File: src/rtl/screen_rotate_fifo.sv
// Rotates (+90/-90) or flips (180) the video stream into a triple-buffered DDRAM framebuffer via a
// write FIFO with backpressure. Define SCREEN_ROTATE_FIFO_DROPCNT_EN to add the drop_count output.
module screen_rotate_fifo #(
    parameter logic [6:0]  MEM_BASE   = 7'b0010010,
    parameter int unsigned BPP        = 32,
    parameter int unsigned FIFO_DEPTH = 16
) (
    input  logic        CLK_VIDEO,
    input  logic        reset,
    input  logic        CE_PIXEL,
    input  logic [7:0]  VGA_R,
    input  logic [7:0]  VGA_G,
    input  logic [7:0]  VGA_B,
    input  logic        VGA_HS,
    input  logic        VGA_VS,
    input  logic        VGA_DE,
    input  logic        rotate_ccw,
    input  logic        no_rotate,
    input  logic        flip,
    output logic        VIDEO_ROTATED,
    output logic        FB_EN,
    output logic [4:0]  FB_FORMAT,
    output logic [11:0] FB_WIDTH,
    output logic [11:0] FB_HEIGHT,
    output logic [31:0] FB_BASE,
    output logic [13:0] FB_STRIDE,
    input  logic        FB_VBL,
    input  logic        FB_LL,
    output logic        overflow,
`ifdef SCREEN_ROTATE_FIFO_DROPCNT_EN
    output logic [15:0] drop_count,
`endif
    output logic        DDRAM_CLK,
    input  logic        DDRAM_BUSY,
    output logic [7:0]  DDRAM_BURSTCNT,
    output logic [28:0] DDRAM_ADDR,
    output logic [63:0] DDRAM_DIN,
    output logic [7:0]  DDRAM_BE,
    output logic        DDRAM_WE,
    output logic        DDRAM_RD
);

    localparam int unsigned AW = $clog2(FIFO_DEPTH);
    localparam int unsigned EW = 2 + 23 + BPP;

    typedef enum logic [1:0] {ModeCw, ModeCcw, ModeFlip} mode_e;

    // Buffer index not used by either of the two given indices.
    function automatic logic [1:0] free_buf(input logic [1:0] a, input logic [1:0] b);
        if (a != 2'd0 && b != 2'd0) return 2'd0;
        if (a != 2'd1 && b != 2'd1) return 2'd1;
        return 2'd2;
    endfunction

    logic        vs_q, de_q, vbl_q;
    logic [11:0] x_q, y_q, h_last_q, hsz_q, vsz_q;
    mode_e       mode_q;
    logic [2:0]  fb_en_q;
    logic [1:0]  i_fb_q, i_fb_d, o_fb_q, o_fb_d;
    logic        rot_q;
    logic [11:0] width_q, height_q;
    logic [13:0] stride_q;
    logic        overflow_q, overflow_d;
    logic [AW:0] wr_ptr_q, wr_ptr_d, rd_ptr_q, rd_ptr_d;
    logic [EW-1:0] mem_q [FIFO_DEPTH];

    logic vs_rise, de_fall, vbl_rise;
    logic full, empty, we, pop, push_req, push, drop;

    assign vs_rise  = CE_PIXEL & VGA_VS & ~vs_q;
    assign de_fall  = CE_PIXEL & ~VGA_DE & de_q;
    assign vbl_rise = CE_PIXEL & FB_VBL & ~vbl_q;

    // Address mapping uses geometry and mode latched at the last VS rise.
    logic [11:0] line_len, col, row;
    logic [13:0] line_ceil, stride_c, col_off;
    logic [25:0] row_off;
    logic [22:0] pix_addr;

    assign line_len  = (mode_q == ModeFlip) ? hsz_q : vsz_q;
    assign line_ceil = ({2'b00, line_len} + 14'd3) & 14'h3ffc;
    assign stride_c  = (BPP == 16) ? {line_ceil[12:0], 1'b0} : {line_ceil[11:0], 2'b00};

    always_comb begin
        col = vsz_q - 12'd1 - y_q;
        row = x_q;
        case (mode_q)
            ModeCcw: begin
                col = y_q;
                row = hsz_q - 12'd1 - x_q;
            end
            ModeFlip: begin
                col = hsz_q - 12'd1 - x_q;
                row = vsz_q - 12'd1 - y_q;
            end
            default: ;
        endcase
    end

    assign col_off  = (BPP == 16) ? {1'b0, col, 1'b0} : {col, 2'b00};
    assign row_off  = row * stride_c;
    assign pix_addr = row_off[22:0] + {9'd0, col_off};

    logic [EW-1:0]  head;
    logic [1:0]     head_fb;
    logic [22:0]    head_addr;
    logic [BPP-1:0] pix_c, head_pix;

    assign head      = mem_q[rd_ptr_q[AW-1:0]];
    assign head_fb   = head[EW-1 -: 2];
    assign head_addr = head[BPP +: 23];
    assign head_pix  = head[BPP-1:0];

    if (BPP == 16) begin : g_rgb565
        logic unused_bits;
        assign unused_bits = ^{head_addr[0], VGA_R[2:0], VGA_G[1:0], VGA_B[2:0]};
        assign pix_c     = {VGA_R[7:3], VGA_G[7:2], VGA_B[7:3]};
        assign DDRAM_DIN = {4{head_pix}};
        assign DDRAM_BE  = 8'h03 << {head_addr[2:1], 1'b0};
    end else begin : g_rgb888
        logic unused_bits;
        assign unused_bits = ^head_addr[1:0];
        assign pix_c     = {8'd0, VGA_B, VGA_G, VGA_R};
        assign DDRAM_DIN = {2{head_pix}};
        assign DDRAM_BE  = head_addr[2] ? 8'hf0 : 8'h0f;
    end

    logic unused_hs;
    assign unused_hs = VGA_HS;

    assign empty    = (wr_ptr_q == rd_ptr_q);
    assign full     = (wr_ptr_q[AW] != rd_ptr_q[AW]) && (wr_ptr_q[AW-1:0] == rd_ptr_q[AW-1:0]);
    assign we       = ~empty & ~reset;
    assign pop      = we & ~DDRAM_BUSY;
    assign push_req = CE_PIXEL & VGA_DE & fb_en_q[2];
    assign push     = push_req & (~full | pop);
    assign drop     = push_req & full & ~pop;

    always_comb begin
        wr_ptr_d   = push ? wr_ptr_q + {{AW{1'b0}}, 1'b1} : wr_ptr_q;
        rd_ptr_d   = pop  ? rd_ptr_q + {{AW{1'b0}}, 1'b1} : rd_ptr_q;
        overflow_d = drop | (overflow_q & ~vs_rise);
        i_fb_d     = i_fb_q;
        o_fb_d     = o_fb_q;
        if (FB_LL) begin
            if (vs_rise) begin
                i_fb_d = {1'b0, ~i_fb_q[0]};
                o_fb_d = {1'b0, i_fb_q[0]};
            end
        end else begin
            if (vs_rise)  i_fb_d = free_buf(i_fb_q, o_fb_q);
            if (vbl_rise) o_fb_d = free_buf(i_fb_q, o_fb_q);
        end
    end

    always_ff @(posedge CLK_VIDEO) begin
        if (reset) begin
            vs_q       <= 1'b0;
            de_q       <= 1'b0;
            vbl_q      <= 1'b0;
            x_q        <= 12'd0;
            y_q        <= 12'd0;
            h_last_q   <= 12'd0;
            hsz_q      <= 12'd320;
            vsz_q      <= 12'd240;
            mode_q     <= ModeCw;
            fb_en_q    <= 3'b000;
            i_fb_q     <= 2'd0;
            o_fb_q     <= 2'd1;
            rot_q      <= 1'b0;
            width_q    <= 12'd0;
            height_q   <= 12'd0;
            stride_q   <= 14'd0;
            overflow_q <= 1'b0;
            wr_ptr_q   <= '0;
            rd_ptr_q   <= '0;
        end else begin
            if (CE_PIXEL) begin
                vs_q  <= VGA_VS;
                de_q  <= VGA_DE;
                vbl_q <= FB_VBL;
            end
            if (CE_PIXEL && VGA_DE) x_q <= x_q + 12'd1;
            if (de_fall) begin
                h_last_q <= x_q;
                x_q      <= 12'd0;
                y_q      <= y_q + 12'd1;
            end
            if (vs_rise) begin
                hsz_q   <= h_last_q;
                vsz_q   <= y_q;
                y_q     <= 12'd0;
                mode_q  <= flip ? ModeFlip : (rotate_ccw ? ModeCcw : ModeCw);
                fb_en_q <= {fb_en_q[1:0], ~no_rotate | flip};
            end
            i_fb_q     <= i_fb_d;
            o_fb_q     <= o_fb_d;
            rot_q      <= ~no_rotate;
            width_q    <= line_len;
            height_q   <= (mode_q == ModeFlip) ? vsz_q : hsz_q;
            stride_q   <= stride_c;
            overflow_q <= overflow_d;
            wr_ptr_q   <= wr_ptr_d;
            rd_ptr_q   <= rd_ptr_d;
        end
    end

    // Storage is flushed by the pointer reset; contents need no reset.
    always_ff @(posedge CLK_VIDEO) begin
        if (push) mem_q[wr_ptr_q[AW-1:0]] <= {i_fb_q, pix_addr, pix_c};
    end

`ifdef SCREEN_ROTATE_FIFO_DROPCNT_EN
    logic [15:0] drop_cnt_q, drop_hold_q;

    always_ff @(posedge CLK_VIDEO) begin
        if (reset) begin
            drop_cnt_q  <= 16'd0;
            drop_hold_q <= 16'd0;
        end else begin
            if (drop && drop_cnt_q != 16'hffff) drop_cnt_q <= drop_cnt_q + 16'd1;
            if (vs_rise) drop_hold_q <= drop_cnt_q;
        end
    end

    assign drop_count = drop_hold_q;
`endif

    assign VIDEO_ROTATED  = rot_q;
    assign FB_EN          = fb_en_q[2];
    assign FB_FORMAT      = (BPP == 16) ? 5'b00100 : 5'b00110;
    assign FB_WIDTH       = width_q;
    assign FB_HEIGHT      = height_q;
    assign FB_BASE        = {MEM_BASE, o_fb_q, 23'd0};
    assign FB_STRIDE      = stride_q;
    assign overflow       = overflow_q;
    assign DDRAM_CLK      = CLK_VIDEO;
    assign DDRAM_BURSTCNT = 8'd1;
    assign DDRAM_ADDR     = {MEM_BASE, head_fb, head_addr[22:3]};
    assign DDRAM_WE       = we;
    assign DDRAM_RD       = 1'b0;

endmodule

File: config.mk
export PLATFORM = sky130hd
export DESIGN_NAME = screen_rotate_fifo
export DESIGN_NICKNAME = d
export VERILOG_FILES = /design/src/rtl/screen_rotate_fifo.sv
export SDC_FILE = /design/constraint.sdc
export NUM_CORES = 1
export LEC_CHECK = 0
export ABC_AREA = 1
export CORE_ASPECT_RATIO = 1.5
export CORE_MARGIN = 5
export CORE_UTILIZATION = 45
export DETAILED_ROUTE_END_ITERATION = 16
export SETUP_SLACK_MARGIN = 0.1
export SKIP_CTS_REPAIR_TIMING = 1
export SLEW_MARGIN = 5
export SYNTH_ARGS = -nofsm -noshare
export SYNTH_HDL_FRONTEND = slang
export SYNTH_SLANG_ARGS = --single-unit
File: constraint.sdc
create_clock -name CLK_VIDEO -period 8.7 [get_ports CLK_VIDEO]
set_clock_uncertainty 0.15 [all_clocks]
set_input_delay 1.74 -clock CLK_VIDEO [delete_from_list [all_inputs] [get_ports CLK_VIDEO]]
set_output_delay 1.74 -clock CLK_VIDEO [all_outputs]
set_load 0.02 [all_outputs]
==> flow_summary.ini <==
[status]
status = complete, no violations

[critical_path]
slowest_delay_ns = 0.52
slowest_stage = fa_1
criticalPathCategory = reg2reg
r2r_start = x_q[3]$_SDFFE_PP0P_
critPathCaptureType = flop
r2r_cells = 39
worstPathRequired_ns = 9.05
reg2reg_slack_ns = 0.62
worstSetupStartpoint = x_q[3]$_SDFFE_PP0P_
critPathLaunchType = flop
worst-endpoint-arrival_ns = 8.43
worstSetupEndpoint = mem_q[3][44]$_DFFE_PP_
worst_r2r_endpoint = mem_q[3][44]$_DFFE_PP_
crit_fanout = 16

[logic_synthesis]
synth.most_common_cell = edfxtp_1
ys_top_cells_by_area = edfxtp_1 (55%), dfxtp_1 (6.0%), mux2i_1 (4.6%)
avgSynthCellArea_um2 = 11.6
synthCells = 3527
ys_types = 53
ys.flop_type = edfxtp_1
synth.top_cell.area_share = 0.552
yosys_warnings = 0
yosysTopAreaCell = edfxtp_1
async_reset_ff_frac = 0
synth_edf_count = 752
synth_area_um2 = 40900
ys_ff_latch = 874
yosysSeqAreaShare = 0.611
synth_common_cells = edfxtp_1 (752), inv_1 (430), nand2_1 (310), o21ai_0 (309), a21oi_1 (289)

[clock_tree]
clk_pin_slew_ns = 0.06
insertion_delay_ns = 0.76
cts_tree = yes

[pwr]
power_density_nw_per_um2 = 219
swShare = 0.255
power.leakage_nw = 16.8
p_comb_frac = 0.143
worst_ir_drop_vdd_mv = 0.176
seqPwrFrac = 0.489
p_switching_mw = 2.61
p_clk_frac = 0.367
power.internal_mw = 7.62

[sta]
hold-worst-slack_ns = 0.299
finalHoldViolCount = 0
worst_slew_pin_slew_ns = 1.25
slew_headroom = 0.167
max_freq_mhz = 124
setup_ws_ns = 0.623
period_share = 0.928
fin_crit_ns = 8.08
finalSetupViolCount = 0
tns_ns = 0
rsz0062_at_grt = no
slew_violations = 0

[final_layout]
fill_cells = 7776
syn_to_final_growth_pct = 13.9
layout.nets = 3874
utilization = 0.516
drive_gt1_frac = 0.0788
antennaDiodeCount = 0
multi_input_area_um2 = 13200
finalNonFillerCells = 4910
regArea_um2 = 25000

[detailed_routing]
drtIter0Drc = 1460
dr.pass1.iters = 5
wirelength_mm = 99.7
ant_nets = 0
drc = 0
vias = 26224
post_drt_wl_per_cell_um = 20.3
via_per_inst = 5.34

[placed_design]
place_congestion = 0.910
place_inst = 4749
hpwl_mm = 59.1
io_buffers = 153
pre_cts_slack_ns = 0.0571

[global_route]
grt_pass1_vias = 26006
antenna_found_initial = 0
busiest_layer = met2
grt_max_degree = 193
gr-usage-met1 = 0.236
overflow = 0
grt_util_met2 = 0.382
grt_usage = 0.200
use_met3 = 0.0265
grt_pass1_wl_mm = 151

[floorplan]
ioPinCount = 226
start_util = 0.453
die_x_um = 256
die_h_um = 379
die_area_um2 = 97200
num_rows = 135
core-area_um2 = 90400

[flow_run]
maxCapViolations = 0

[worst_hold_path]
hp-class = reg2reg
[per-stage QoR]
step                total power [mW]  cell area [µm²]
detailed placement              6.57            43700
global route                    10.6            46600
floorplan                       6.00            41200
global placement                6.55            43700
CTS                             10.3            46600
finish                          10.2            46600
[worst min path at each step]
stage | start | to | slack, ns | cells past startpoint
finish | h_last_q[4]$_SDFFE_PP0P_ | h_last_q[4]$_SDFFE_PP0P_ | 0.30 | 2
global route | h_last_q[7]$_SDFFE_PP0P_ | h_last_q[7]$_SDFFE_PP0P_ | 0.33 | 2
detailed placement | h_last_q[4]$_SDFFE_PP0P_ | h_last_q[4]$_SDFFE_PP0P_ | 0.29 | 2
CTS | h_last_q[4]$_SDFFE_PP0P_ | h_last_q[4]$_SDFFE_PP0P_ | 0.30 | 2
global placement | h_last_q[9]$_SDFFE_PP0P_ | h_last_q[9]$_SDFFE_PP0P_ | 0.28 | 2
floorplan | h_last_q[2]$_SDFFE_PP0P_ | h_last_q[2]$_SDFFE_PP0P_ | 0.27 | 2
[layer usage]
metal	share of wire	routed length, µm
met5	0	0
met4	0.026	2640
met3	0.040	3970
met2	0.53	53000
met1	0.40	40000
[final cells by class]
cell class | instances | area share
Tap cell | 1164 | 0.0312
Clock buffer | 107 | 0.0501
Clock inverter | 54 | 0.0118
Multi-Input combinational cell | 2011 | 0.284
Inverter | 443 | 0.0358
Sequential cell | 874 | 0.537
Timing Repair Buffer | 257 | 0.0503
[cell families after synthesis]
| group | share of synthesized area |
|---|---|
| and+or+nand+nor | 0.0684 |
| buffers and inverters | 0.0758 |
| other | 0.000183 |
| DFF | 0.611 |
| xor gates and xnor gates | 0.0116 |
| muxes | 0.0460 |
| adders and majority gates | 0.0643 |
| AOI/OAI and AO/OA | 0.122 |
[flip-flops by register name, summed over array words and instances, names as in the netlist, named ones only]
signal,count
y_q,12
vbl_q,1
FB_WIDTH,12
FB_STRIDE,10
de_q,1
rd_ptr_q,5
vsz_q,12
i_fb_q,2
FB_HEIGHT,12
x_q,12
h_last_q,12
overflow,1
VIDEO_ROTATED,1
mode_q,2
fb_en_q,3
vs_q,1
o_fb_q,2
wr_ptr_q,5
mem_q,752
hsz_q,12
[worst max-delay path: cells and delay by family (launching register included)]
kind	cells	cell delay, ns
AO/OA/AOI/OAI	7	1.24
XOR/XNOR	3	0.52
flip-flops	1	0.37
adder cells (fa/ha/maj)	8	3.47
AND/OR/NAND/NOR	12	1.24
buffers and inverters	9	0.83
[power groups by stage]
stage	clock, mW	combinational [mW]	sequential [mW]
after floorplan	0.0134	0.872	5.11
after global placement	0.0154	1.44	5.10
after detailed placement	0.0154	1.45	5.10
after CTS	3.83	1.46	5.01
after global routing	4.01	1.62	5.01
final	3.76	1.47	5.01
[cell usage in the layout, fill, tap and decap left out, types with 7 or more instances in the layout]
cell type	count
xor2_1	28
clkbuf_16	89
ha_1	83
o21ai_1	20
o21ai_0	306
a21oi_1	288
buf_4	102
inv_1	429
nand4_1	16
edfxtp_1	752
nand2_1	309
a21o_1	7
fa_1	79
clkbuf_1	11
nand3_1	121
bufinv_16	8
clkinv_1	25
nor2_1	159
nor3_1	16
xnor2_1	24
mux2i_1	188
nor2_4	18
o22ai_1	17
conb_1	71
o211ai_1	196
dfxtp_1	117
clkdlybuf4s50_1	153
clkinv_2	14
Power figures use the tool's default switching activity.
